**config.mk**
```make
export PLATFORM = sky130hd
export DESIGN_NAME = inst_fetch_queue_flat
export DESIGN_NICKNAME = d
export VERILOG_FILES = /design/src/rtl/fetch_pkg.sv /design/src/rtl/inst_fetch_queue_if.sv /design/src/rtl/inst_fetch_queue_fq_store.sv /design/src/rtl/inst_fetch_queue.sv /design/src/flat_wrapper.sv
export SDC_FILE = /design/constraint.sdc
export NUM_CORES = 1
export LEC_CHECK = 0
export ABC_AREA = 1
export BUFFER_PORTS_ARGS = -buffer_cell sky130_fd_sc_hd__buf_2
export CAP_MARGIN = 40
export CORE_ASPECT_RATIO = 1.5
export CORE_MARGIN = 2
export CORE_UTILIZATION = 45
export CTS_CLUSTER_SIZE = 20
export DETAILED_ROUTE_END_ITERATION = 7
export GPL_TIMING_DRIVEN = 0
export PLACE_DENSITY = 0.76
export RECOVER_POWER = 25
export SKIP_CTS_REPAIR_TIMING = 1
export SLEW_MARGIN = 20
export SYNTH_ARGS = -nofsm -noshare
export SYNTH_HDL_FRONTEND = slang
export SYNTH_SLANG_ARGS = --single-unit
```
**constraint.sdc**
```tcl
create_clock -name clk -period 4.5 [get_ports clk]
set_input_delay 0.9 -clock clk [delete_from_list [all_inputs] [get_ports clk]]
set_output_delay 0.9 -clock clk [all_outputs]
set_load 0.03 [all_outputs]
```
**src/rtl/fetch_pkg.sv**
```systemverilog
`default_nettype none
// ============================================================================
//  Module      : fetch_pkg
//  Description : Shared types for the instruction fetch queue: entry state
//                encoding, fetch exception codes and the stored entry record.
//  Revision    : 1.0 - initial release
// ============================================================================
package fetch_pkg;

    // Lifecycle of one queue slot
    typedef enum logic [1:0] {
        ST_EMPTY   = 2'd0,
        ST_PENDING = 2'd1,
        ST_READY   = 2'd2
    } entry_state_e;

    // Fetch exception codes carried alongside a PC
    localparam logic [4:0] EXC_ADEL = 5'd4;
    localparam logic [4:0] EXC_TLBL = 5'd2;

    // One buffered fetch: PC, fetched word and exception tag
    typedef struct packed {
        logic [31:0] pc;
        logic [31:0] inst;
        logic        exc;
        logic [4:0]  exccode;
        logic        exc_miss;
    } entry_t;

endpackage
`default_nettype wire

```
**src/rtl/inst_fetch_queue_if.sv**
```systemverilog
`default_nettype none
// ============================================================================
//  Module      : inst_fetch_queue_if
//  Description : Instruction bus between the fetch queue (master) and the
//                instruction memory / cache (slave).
//  Revision    : 1.0 - initial release
// ============================================================================
interface inst_fetch_queue_if;

    logic        inst_req;
    logic        inst_cache;
    logic [31:0] inst_addr;
    logic        inst_addr_ok;
    logic        inst_data_ok;
    logic [31:0] inst_rdata;

    modport master (
        output inst_req,
        output inst_cache,
        output inst_addr,
        input  inst_addr_ok,
        input  inst_data_ok,
        input  inst_rdata
    );

    modport slave (
        input  inst_req,
        input  inst_cache,
        input  inst_addr,
        output inst_addr_ok,
        output inst_data_ok,
        output inst_rdata
    );

endinterface
`default_nettype wire

```
**src/rtl/inst_fetch_queue_fq_store.sv**
```systemverilog
`default_nettype none
// ============================================================================
//  Module      : fq_store
//  Description : Entry payload array for the fetch queue. One port writes a
//                whole entry at the tail, one port fills in the fetched word
//                at the pend slot, and the head entry is read out.
//  Revision    : 1.0 - initial release
// ============================================================================
module fq_store
    import fetch_pkg::*;
#(
    parameter int DEPTH = 4,
    parameter int PTR_W = $clog2(DEPTH)
) (
    input  wire logic             clk,
    input  wire logic             reset,
    input  wire logic             i_wr_tail_en,
    input  wire logic [PTR_W-1:0] i_wr_tail_idx,
    input  wire entry_t           i_wr_tail_data,
    input  wire logic             i_wr_pend_en,
    input  wire logic [PTR_W-1:0] i_wr_pend_idx,
    input  wire logic [31:0]      i_wr_pend_inst,
    input  wire logic [PTR_W-1:0] i_rd_idx,
    output entry_t                o_rd_data
);

    entry_t r_mem [DEPTH];

    // Tail and pend never address the same slot (EMPTY vs PENDING), so the
    // two writes are independent.
    always_ff @(posedge clk) begin
        if (reset) begin
            for (int i = 0; i < DEPTH; i++) begin
                r_mem[i] <= '0;
            end
        end else begin
            if (i_wr_tail_en) begin
                r_mem[i_wr_tail_idx] <= i_wr_tail_data;
            end
            if (i_wr_pend_en) begin
                r_mem[i_wr_pend_idx].inst <= i_wr_pend_inst;
            end
        end
    end

    assign o_rd_data = r_mem[i_rd_idx];

endmodule
`default_nettype wire

```
**src/rtl/inst_fetch_queue.sv**
```systemverilog
`default_nettype none
// ============================================================================
//  Module      : inst_fetch_queue
//  Description : Multi-outstanding in-order instruction fetch queue. Issues
//                bus requests, buffers returned words with PC/exception tags
//                and hands them to decode in order; flush drops all entries
//                and silently discards responses still in flight.
//  Revision    : 1.0 - initial release
// ============================================================================
module inst_fetch_queue
    import fetch_pkg::*;
#(
    parameter int DEPTH           = 4,
    parameter int MAX_OUTSTANDING = 4
) (
    input  wire logic                       clk,
    input  wire logic                       reset,
    input  wire logic                       pc_valid_i,
    input  wire logic [31:0]                pc_i,
    input  wire logic [31:0]                paddr_i,
    input  wire logic                       cache_i,
    input  wire logic                       exc_i,
    input  wire logic [4:0]                 exccode_i,
    input  wire logic                       exc_miss_i,
    output logic                            pc_ready_o,
    inst_fetch_queue_if.master              bus,
    input  wire logic                       flush_i,
    output logic                            out_valid_o,
    input  wire logic                       out_ready_i,
    output logic [31:0]                     out_pc_o,
    output logic [31:0]                     out_inst_o,
    output logic                            out_exc_o,
    output logic [4:0]                      out_exccode_o,
    output logic                            out_exc_miss_o,
    output logic [$clog2(DEPTH+1)-1:0]      count_o
);

    localparam int PTR_W = $clog2(DEPTH);
    localparam int CNT_W = $clog2(DEPTH + 1);
    localparam int OST_W = $clog2(MAX_OUTSTANDING + 1);

    logic [PTR_W-1:0] r_head;
    logic [PTR_W-1:0] r_tail;
    logic [PTR_W-1:0] r_pend;
    logic [CNT_W-1:0] r_count;
    logic [OST_W-1:0] r_outstanding;
    logic [OST_W-1:0] r_discard;
    entry_state_e     r_state     [DEPTH];
    entry_state_e     w_state_nxt [DEPTH];

    logic             w_full;
    logic             w_room;
    logic             w_enq_bus;
    logic             w_enq_exc;
    logic             w_enq;
    logic             w_deq;
    logic             w_rsp_drop;
    logic             w_rsp_live;
    logic [CNT_W-1:0] w_live_cnt;
    logic [PTR_W-1:0] w_tail_nxt;
    logic [PTR_W-1:0] w_pend_nxt;
    logic [PTR_W-1:0] w_scan_idx;
    logic             w_pend_found;
    logic [OST_W-1:0] w_discard_nxt;
    logic [OST_W-1:0] w_outstanding_nxt;
    entry_t           w_tail_data;
    entry_t           w_head_data;

    // Acceptance: bus requests need room in both the queue and the bus
    // window; exception requests only need queue room and never touch the bus.
    assign w_full         = (r_count == CNT_W'(DEPTH));
    assign w_room         = (r_outstanding < OST_W'(MAX_OUTSTANDING));
    assign bus.inst_req   = pc_valid_i & ~exc_i & ~w_full & w_room & ~flush_i & ~reset;
    assign bus.inst_cache = cache_i;
    assign bus.inst_addr  = paddr_i;
    assign w_enq_bus      = bus.inst_req & bus.inst_addr_ok;
    assign w_enq_exc      = pc_valid_i & exc_i & ~w_full & ~flush_i & ~reset;
    assign w_enq          = w_enq_bus | w_enq_exc;
    assign pc_ready_o     = w_enq;

    assign out_valid_o    = (r_state[r_head] == ST_READY);
    assign w_deq          = out_valid_o & out_ready_i;

    // Responses owed to flushed requests are swallowed first; a live response
    // in the flush cycle is dropped too since its entry is being cleared.
    assign w_rsp_drop     = bus.inst_data_ok & (r_discard != '0);
    assign w_rsp_live     = bus.inst_data_ok & (r_discard == '0) & ~flush_i;

    // Count of entries still waiting for their bus response
    always_comb begin
        w_live_cnt = '0;
        for (int i = 0; i < DEPTH; i++) begin
            if (r_state[i] == ST_PENDING) begin
                w_live_cnt = w_live_cnt + CNT_W'(1);
            end
        end
    end

    // Per-slot state update for this cycle's response, dequeue and enqueue
    always_comb begin
        w_state_nxt = r_state;
        if (w_rsp_live) begin
            w_state_nxt[r_pend] = ST_READY;
        end
        if (w_deq) begin
            w_state_nxt[r_head] = ST_EMPTY;
        end
        if (w_enq_bus) begin
            w_state_nxt[r_tail] = ST_PENDING;
        end else if (w_enq_exc) begin
            w_state_nxt[r_tail] = ST_READY;
        end
    end

    // Pend tracks the oldest PENDING slot; with none left it parks at the
    // tail so the next bus request becomes the response target, while an
    // exception entry written there is stepped over.
    always_comb begin
        w_tail_nxt   = r_tail + PTR_W'(w_enq);
        w_pend_nxt   = w_tail_nxt;
        w_pend_found = 1'b0;
        w_scan_idx   = r_pend;
        for (int i = 0; i < DEPTH; i++) begin
            w_scan_idx = r_pend + PTR_W'(i);
            if (!w_pend_found && (w_state_nxt[w_scan_idx] == ST_PENDING)) begin
                w_pend_nxt   = w_scan_idx;
                w_pend_found = 1'b1;
            end
        end
    end

    // In-flight bookkeeping. On flush every live pending request turns into
    // a discard; the response arriving in the same cycle (live or already
    // discarded) retires one of them.
    always_comb begin
        w_outstanding_nxt = r_outstanding + OST_W'(w_enq_bus) - OST_W'(bus.inst_data_ok);
        if (flush_i) begin
            w_discard_nxt = r_discard + OST_W'(w_live_cnt) - OST_W'(bus.inst_data_ok);
        end else begin
            w_discard_nxt = r_discard - OST_W'(w_rsp_drop);
        end
    end

    // Pointer, occupancy and slot-state registers
    always_ff @(posedge clk) begin
        if (reset) begin
            r_head        <= '0;
            r_tail        <= '0;
            r_pend        <= '0;
            r_count       <= '0;
            r_outstanding <= '0;
            r_discard     <= '0;
            for (int i = 0; i < DEPTH; i++) begin
                r_state[i] <= ST_EMPTY;
            end
        end else begin
            r_outstanding <= w_outstanding_nxt;
            r_discard     <= w_discard_nxt;
            if (flush_i) begin
                r_head  <= '0;
                r_tail  <= '0;
                r_pend  <= '0;
                r_count <= '0;
                for (int i = 0; i < DEPTH; i++) begin
                    r_state[i] <= ST_EMPTY;
                end
            end else begin
                r_head  <= r_head + PTR_W'(w_deq);
                r_tail  <= w_tail_nxt;
                r_pend  <= w_pend_nxt;
                r_count <= r_count + CNT_W'(w_enq) - CNT_W'(w_deq);
                r_state <= w_state_nxt;
            end
        end
    end

    // New entry record; bus fetches carry clean exception fields
    always_comb begin
        w_tail_data          = '0;
        w_tail_data.pc       = pc_i;
        w_tail_data.exc      = w_enq_exc;
        w_tail_data.exccode  = w_enq_exc ? exccode_i : 5'd0;
        w_tail_data.exc_miss = w_enq_exc & exc_miss_i;
    end

    fq_store #(
        .DEPTH (DEPTH),
        .PTR_W (PTR_W)
    ) u_store (
        .clk            (clk),
        .reset          (reset),
        .i_wr_tail_en   (w_enq),
        .i_wr_tail_idx  (r_tail),
        .i_wr_tail_data (w_tail_data),
        .i_wr_pend_en   (w_rsp_live),
        .i_wr_pend_idx  (r_pend),
        .i_wr_pend_inst (bus.inst_rdata),
        .i_rd_idx       (r_head),
        .o_rd_data      (w_head_data)
    );

    assign out_pc_o       = w_head_data.pc;
    assign out_inst_o     = w_head_data.inst;
    assign out_exc_o      = w_head_data.exc;
    assign out_exccode_o  = w_head_data.exccode;
    assign out_exc_miss_o = w_head_data.exc_miss;
    assign count_o        = r_count;

    // Every outstanding bus request is either owned by a pending entry or
    // waiting to be discarded, and the bus window is never exceeded.
    a_inflight_balance : assert property (@(posedge clk) disable iff (reset)
        ((32'(w_live_cnt) + 32'(r_discard)) == 32'(r_outstanding)) &&
        (32'(r_outstanding) <= MAX_OUTSTANDING));

endmodule
`default_nettype wire

```
**src/flat_wrapper.sv**
```systemverilog
// flat-port wrapper written by rule: the top's interface ports become plain ports
module inst_fetch_queue_flat import fetch_pkg::*;
#(
    parameter int DEPTH           = 4,
    parameter int MAX_OUTSTANDING = 4
)
  (clk, reset, pc_valid_i, pc_i, paddr_i, cache_i, exc_i, exccode_i, exc_miss_i, pc_ready_o, flush_i, out_valid_o, out_ready_i, out_pc_o, out_inst_o, out_exc_o, out_exccode_o, out_exc_miss_o, count_o, bus_inst_req, bus_inst_cache, bus_inst_addr, bus_inst_addr_ok, bus_inst_data_ok, bus_inst_rdata);
  inst_fetch_queue_if bus_i ();
  input  wire logic clk;
  input  wire logic reset;
  input  wire logic pc_valid_i;
  input  wire logic [31:0] pc_i;
  input  wire logic [31:0] paddr_i;
  input  wire logic cache_i;
  input  wire logic exc_i;
  input  wire logic [4:0] exccode_i;
  input  wire logic exc_miss_i;
  output logic pc_ready_o;
  input  wire logic flush_i;
  output logic out_valid_o;
  input  wire logic out_ready_i;
  output logic [31:0] out_pc_o;
  output logic [31:0] out_inst_o;
  output logic out_exc_o;
  output logic [4:0] out_exccode_o;
  output logic out_exc_miss_o;
  output logic [$clog2(DEPTH+1)-1:0] count_o;
  output wire logic [$bits(bus_i.inst_req)-1:0] bus_inst_req;
  output wire logic [$bits(bus_i.inst_cache)-1:0] bus_inst_cache;
  output wire logic [$bits(bus_i.inst_addr)-1:0] bus_inst_addr;
  input wire logic [$bits(bus_i.inst_addr_ok)-1:0] bus_inst_addr_ok;
  input wire logic [$bits(bus_i.inst_data_ok)-1:0] bus_inst_data_ok;
  input wire logic [$bits(bus_i.inst_rdata)-1:0] bus_inst_rdata;
  assign bus_inst_req = bus_i.inst_req;
  assign bus_inst_cache = bus_i.inst_cache;
  assign bus_inst_addr = bus_i.inst_addr;
  assign bus_i.inst_addr_ok = bus_inst_addr_ok;
  assign bus_i.inst_data_ok = bus_inst_data_ok;
  assign bus_i.inst_rdata = bus_inst_rdata;
  inst_fetch_queue #(.DEPTH(DEPTH), .MAX_OUTSTANDING(MAX_OUTSTANDING)) u_core (.clk(clk), .reset(reset), .pc_valid_i(pc_valid_i), .pc_i(pc_i), .paddr_i(paddr_i), .cache_i(cache_i), .exc_i(exc_i), .exccode_i(exccode_i), .exc_miss_i(exc_miss_i), .pc_ready_o(pc_ready_o), .bus(bus_i), .flush_i(flush_i), .out_valid_o(out_valid_o), .out_ready_i(out_ready_i), .out_pc_o(out_pc_o), .out_inst_o(out_inst_o), .out_exc_o(out_exc_o), .out_exccode_o(out_exccode_o), .out_exc_miss_o(out_exc_miss_o), .count_o(count_o));
endmodule
```
After elaboration in Yosys (flattened, before gate mapping) --
Memory sizes are Yosys's and may differ from the RTL's. A register that Yosys moved wholly into a read port is not among the register bits. Cells that the tools add are included.
Storage, ports and cells: register bits 23, output and inout bits 110, word-level logic and storage cells 151, bits in writable memories 284, input bits 111, memories kept 1
Operators by class: muxes and demuxes 53, eq/ne operators 11, reductions and logical operators 14, bitwise logic cells 37, $lt $le $gt $ge 10, add/sub/neg operators 15
Memory list:
- u_core.u_store.r_mem | depth 4, bits a word 71, read ports 1, clocked after memory_dff 1, write ports 4, line inst_fetch_queue_fq_store.sv:27 | entry_t r_mem [DEPTH];
Operators with widths (count):
- 2-to-1 mux 71 bit | 2
- OR reduction 71 bit | 2
- 2-to-1 mux 2 bit | 21
- 2-to-1 mux 8 bit | 4
- binary-select mux 2 bit (select 2 bit) | 5
- >= comparator 3 bit (second input constant) | 6
- NOT 2 -> 3 bit | 6
- == test 2 x 1 -> 1 bit (second input constant) | 8
- bitwise AND 1 bit | 15
- 2-to-1 mux 1 bit | 13
- bitwise AND 4 bit | 3
- demux 2 bit (select 2 bit) | 3
- 2-to-1 mux 3 bit | 4
- NOT 4 bit | 3
- bitwise OR 4 bit | 3
- subtractor 3 x 1 -> 3 bit | 4
- < comparator 3 x 1 -> 1 bit (second input constant) | 3
- bitwise AND 8 bit | 1
- NOT 8 bit | 1
- adder 3 x 1 -> 3 bit | 2
- adder 3 x 1 -> 3 bit (second input constant) | 2
- logical AND 1 bit | 6
- 2-to-1 mux 5 bit | 1
- adder 2 x 1 -> 2 bit | 2
- 14 further kinds | 20

Logic depth before layout (Yosys ltp) --
word-level depth 27, mapped depth 20, depth with buffers taken out 19

Modules after synthesis --
A second synthesis with hierarchy kept.
Unflattened totals: cells, all modules 1796, area total of the unflattened synthesis 15816.4 um^2
By module, submodules not included:
- fq_store | times used 1, area each 13541.7 um^2, cells an instance 1456
- inst_fetch_queue | times used 1, area each 2274.7 um^2, cells an instance 340

Worst setup path before layout --
OpenSTA, ideal clock, no wires.
path type input port to flip-flop, start point input port reset, end point memory u_core.u_store.r_mem[0][0] in the netlist's numbering, enable pin, data required time 4.103 ns, arrival 2.999 ns, setup slack 1.104 ns, cell stages on the path 10, buffers on the path 1, path through buf_6 -> clkinv_8 -> nand2_4 -> nor3_4 -> nand2_1 -> nand2_1 -> inv_1 -> nor2_1 -> inv_1 -> nand2_1
RTL lines:
- start, declared | line flat_wrapper.sv:10 | input wire logic reset;
- end, declared | line inst_fetch_queue_fq_store.sv:27

Final worst setup path --
start point input port flush_i, end point output port pc_ready_o
Between the ends: cells in the longest elaborated chain, start to end 5, elaborated cells on any way between the ends 7, those cells by class bitwise (7)
RTL lines:
- start, declared | line flat_wrapper.sv:19 | input wire logic flush_i;
- NOT 1 bit * | line inst_fetch_queue.sv:73, inst_fetch_queue.sv:77
- bitwise AND 1 bit (2 in a row) | line inst_fetch_queue.sv:73 | assign bus.inst_req = pc_valid_i & ~exc_i & ~w_full & w_room & ~flush_i & ~reset;
- bitwise AND 1 bit | line inst_fetch_queue.sv:76 | assign w_enq_bus = bus.inst_req & bus.inst_addr_ok;
- bitwise OR 1 bit * | line inst_fetch_queue.sv:78 | assign w_enq = w_enq_bus | w_enq_exc;
- end, declared | line flat_wrapper.sv:18 | output logic pc_ready_o;
Mark *: on every way between the ends. The rest lies on a longest branch, timed or not.

==> impl_metrics.json <==
{
  "path_max_fanout": 11,
  "clock_skew_ns": 0.0106,
  "cts_tree": "yes",
  "clkTransAtPathRegs_ns": 0.07,
  "die_x_um": 148,
  "worst_r2r_path_depth": 11,
  "area_growth_pct": 17.7,
  "yosysTopAreaCellShare": 0.609,
  "r2r-start": "u_core.count_o[1]",
  "synth_seq_area_share": 0.642,
  "worstSetupPathType": "in -> out",
  "syn_nets": 1463,
  "grt_pass1_wl_mm": 53.7,
  "first_pass_iters": 5,
  "ir_drop_mv": 0.315,
  "antenna_cells": 0,
  "cp-endpoint": "pc_ready_o",
  "ys_warn_count": 0,
  "layout_commonest_cell": "edfxtp_1",
  "via_per_inst": 5.22,
  "power_mw": 6.39,
  "netlist_top_cells_area": "edfxtp_1, nor2_1, nand2_1, a22oi_1, inv_1",
  "maxCapViolCount": 0,
  "final_area_um2": 16500,
  "arrival_ns": 2.95,
  "relSlewSlack": 0.488,
  "yosysTopAreaCell": "edfxtp_1",
  "wire_per_inst_um": 18.1,
  "root_buffer": "clkbuf_16",
  "core_um2": 30800,
  "grt_pass1_vias": 10300,
  "synth_cells": 1331,
  "hp-class": "reg -> reg",
  "end_kind": "primary output",
  "numClockSinks": 307,
  "synth_edf_count": 284,
  "grt_max_degree": 25,
  "r2r-end": "u_core.u_store.r_mem[0][60]",
  "top_layer": "met4",
  "layout_common_cells": "edfxtp_1, nor2_1, nand2_1, buf_2, inv_1",
  "nets": 1688,
  "cts_made_buffers": 28,
  "drv_slew": 0,
  "antenna_found_initial": 0,
  "timing.fmax_mhz": 260,
  "hold_viol": 0,
  "first_iter_violations": 758,
  "routed_wl_mm": 35.8,
  "initial_utilization": 0.454,
  "p_leak_nw": 7.29,
  "numPortBuffers": 186,
  "syn_area_um2": 14000,
  "pre_cts_slack_ns": 0.236,
  "clk_latency_ns": 0.55,
  "grt_util_all_layers": 0.215,
  "crit_required_ns": 3.60,
  "die_height_um": 220,
  "drive_above_1_share": 0.172,
  "postPlaceCellArea_um2": 15700,
  "period_minus_slack_ns": 3.85,
  "wl_met3_mm": 2.47,
  "synth_area_per_cell_um2": 10.5,
  "gp_congestion": 0.929,
  "h-tree-depth": 1,
  "outcome": "finished clean",
  "worst_pin_slew_ns": 0.767,
  "start_kind": "primary input",
  "crit_start": "flush_i",
  "synth-seq-cells": 307,
  "dieArea_um2": 32600,
  "io_pins": 221,
  "fin_crit_sh": 0.856,
  "dp_hpwl_mm": 25.4,
  "whs_ns": 0.457,
  "power.density_nw_per_um2": 388,
  "rsz0062_at_grt": "false",
  "postSynth.asyncResetShare": 0,
  "final_core_util": 0.534,
  "synthFlopType": "edfxtp_1",
  "wl_met1_mm": 12.6,
  "met2_length_mm": 19.5,
  "row_count": 79,
  "reg2reg_slack_ns": 0.89,
  "grt-ovfl-total": 0,
  "yosysUniqueCellTypes": 36,
  "setup_viol": 0,
  "drc": 0,
  "antenna_left": 0,
  "cts_buffer_depth": 3,
  "timing.final.ws_setup_ns": 0.648,
  "vias": 10300
}
## kinds of logic (layout without fill, tap and decap cells)
logic type               count (synthesis)  in the layout  share of synthesized area
XOR/XNOR                                10             10                    0.00626
AND/OR/NAND/NOR                        613            613                      0.183
flip-flops                             307            307                      0.642
buffers and inverters                  241            488                     0.0768
adder cells (fa/ha/maj)                 21             21                     0.0204
AO/OA/AOI/OAI                          138            138                     0.0707
multiplexers                             1              1                   0.000715
## stage by stage
step / TNS (ns) / std cells
4_1_cts: 0 / 1982
6_report: 0 / 1983
3_3_place_gp: -77.81 / 1922
2_1_floorplan: 0 / 1331
3_5_place_dp: 0 / 1930
5_1_grt: 0 / 1983
## cells in the mapped netlist, types with 2 or more instances
cell type,count
nor3_4,2
o21bai_1,2
clkbuf_1,56
xor2_1,3
inv_6,2
or2_2,4
nand3_2,3
inv_1,139
xnor2_1,7
o21ai_0,4
dfxtp_1,23
nand3_1,69
ha_1,18
nor2_2,4
inv_2,4
nor2_4,3
edfxtp_1,284
nand2_1,253
fa_1,3
nand4_1,9
nand2_4,5
buf_6,2
a21oi_1,15
a22oi_1,114
buf_4,35
nor2_1,258
## per-layer routing
layer | vias up | global-route usage
met2 | 446 | 0.421
met3 | 68 | 0.0217
met4 | 0 | 0.0854
met5 | - | 0
li1 | 4905 | -
met1 | 4925 | 0.234
## worst min-delay path by stage
| stage | startpoint | to | slack, ns | cells past startpoint |
|---|---|---|---|---|
| floorplan | u_core.r_outstanding[2] | u_core.r_outstanding[2] | 0.41 | 1 |
| global placement | u_core.r_outstanding[2] | u_core.r_outstanding[2] | 0.43 | 1 |
| detailed placement | u_core.r_outstanding[2] | u_core.r_outstanding[2] | 0.44 | 1 |
| CTS | u_core.r_outstanding[2] | u_core.r_outstanding[2] | 0.45 | 1 |
| global route | u_core.r_outstanding[2] | u_core.r_outstanding[2] | 0.46 | 1 |
| finish | u_core.r_outstanding[2] | u_core.r_outstanding[2] | 0.46 | 1 |
## power by group
group	internal, mW	leakage, nW	total [mW]	switching (mW)
logic	0.246	3.72	0.754	0.508
clock network	1.28	0.444	2.33	1.05
registers	3.25	3.13	3.30	0.0486
## registers in the layout, summed over array words and instances (netlist names)
| register | cells |
|---|---|
| u_core.r_pend | 2 |
| u_core.r_head | 2 |
| u_core.r_tail | 2 |
| u_core.count_o | 3 |
| u_core.r_state | 8 |
| u_core.r_outstanding | 3 |
| u_core.u_store.r_mem | 284 |
| u_core.r_discard | 3 |
## cell type report
type                    count  area [µm²]
clock inverters            15         126
plain buffers              94         500
clock buffers              37         774
repair buffers            195        1080
multi-input cells         783        3920
well taps                 405         507
flip-flops and latches    307        8990
inverters                 147         571
fillers                  2728       14400
## critical path, stage by stage
cell and delay (ns):
buf_2 0.14, inv_6 0.10, nand2_4 0.06, nor3_4 0.24, nand2_1 0.31, nand2_1 0.38
clkbuf_1 0.51, buf_2 0.31
Note: power is estimated with default switching activity, not from simulation.
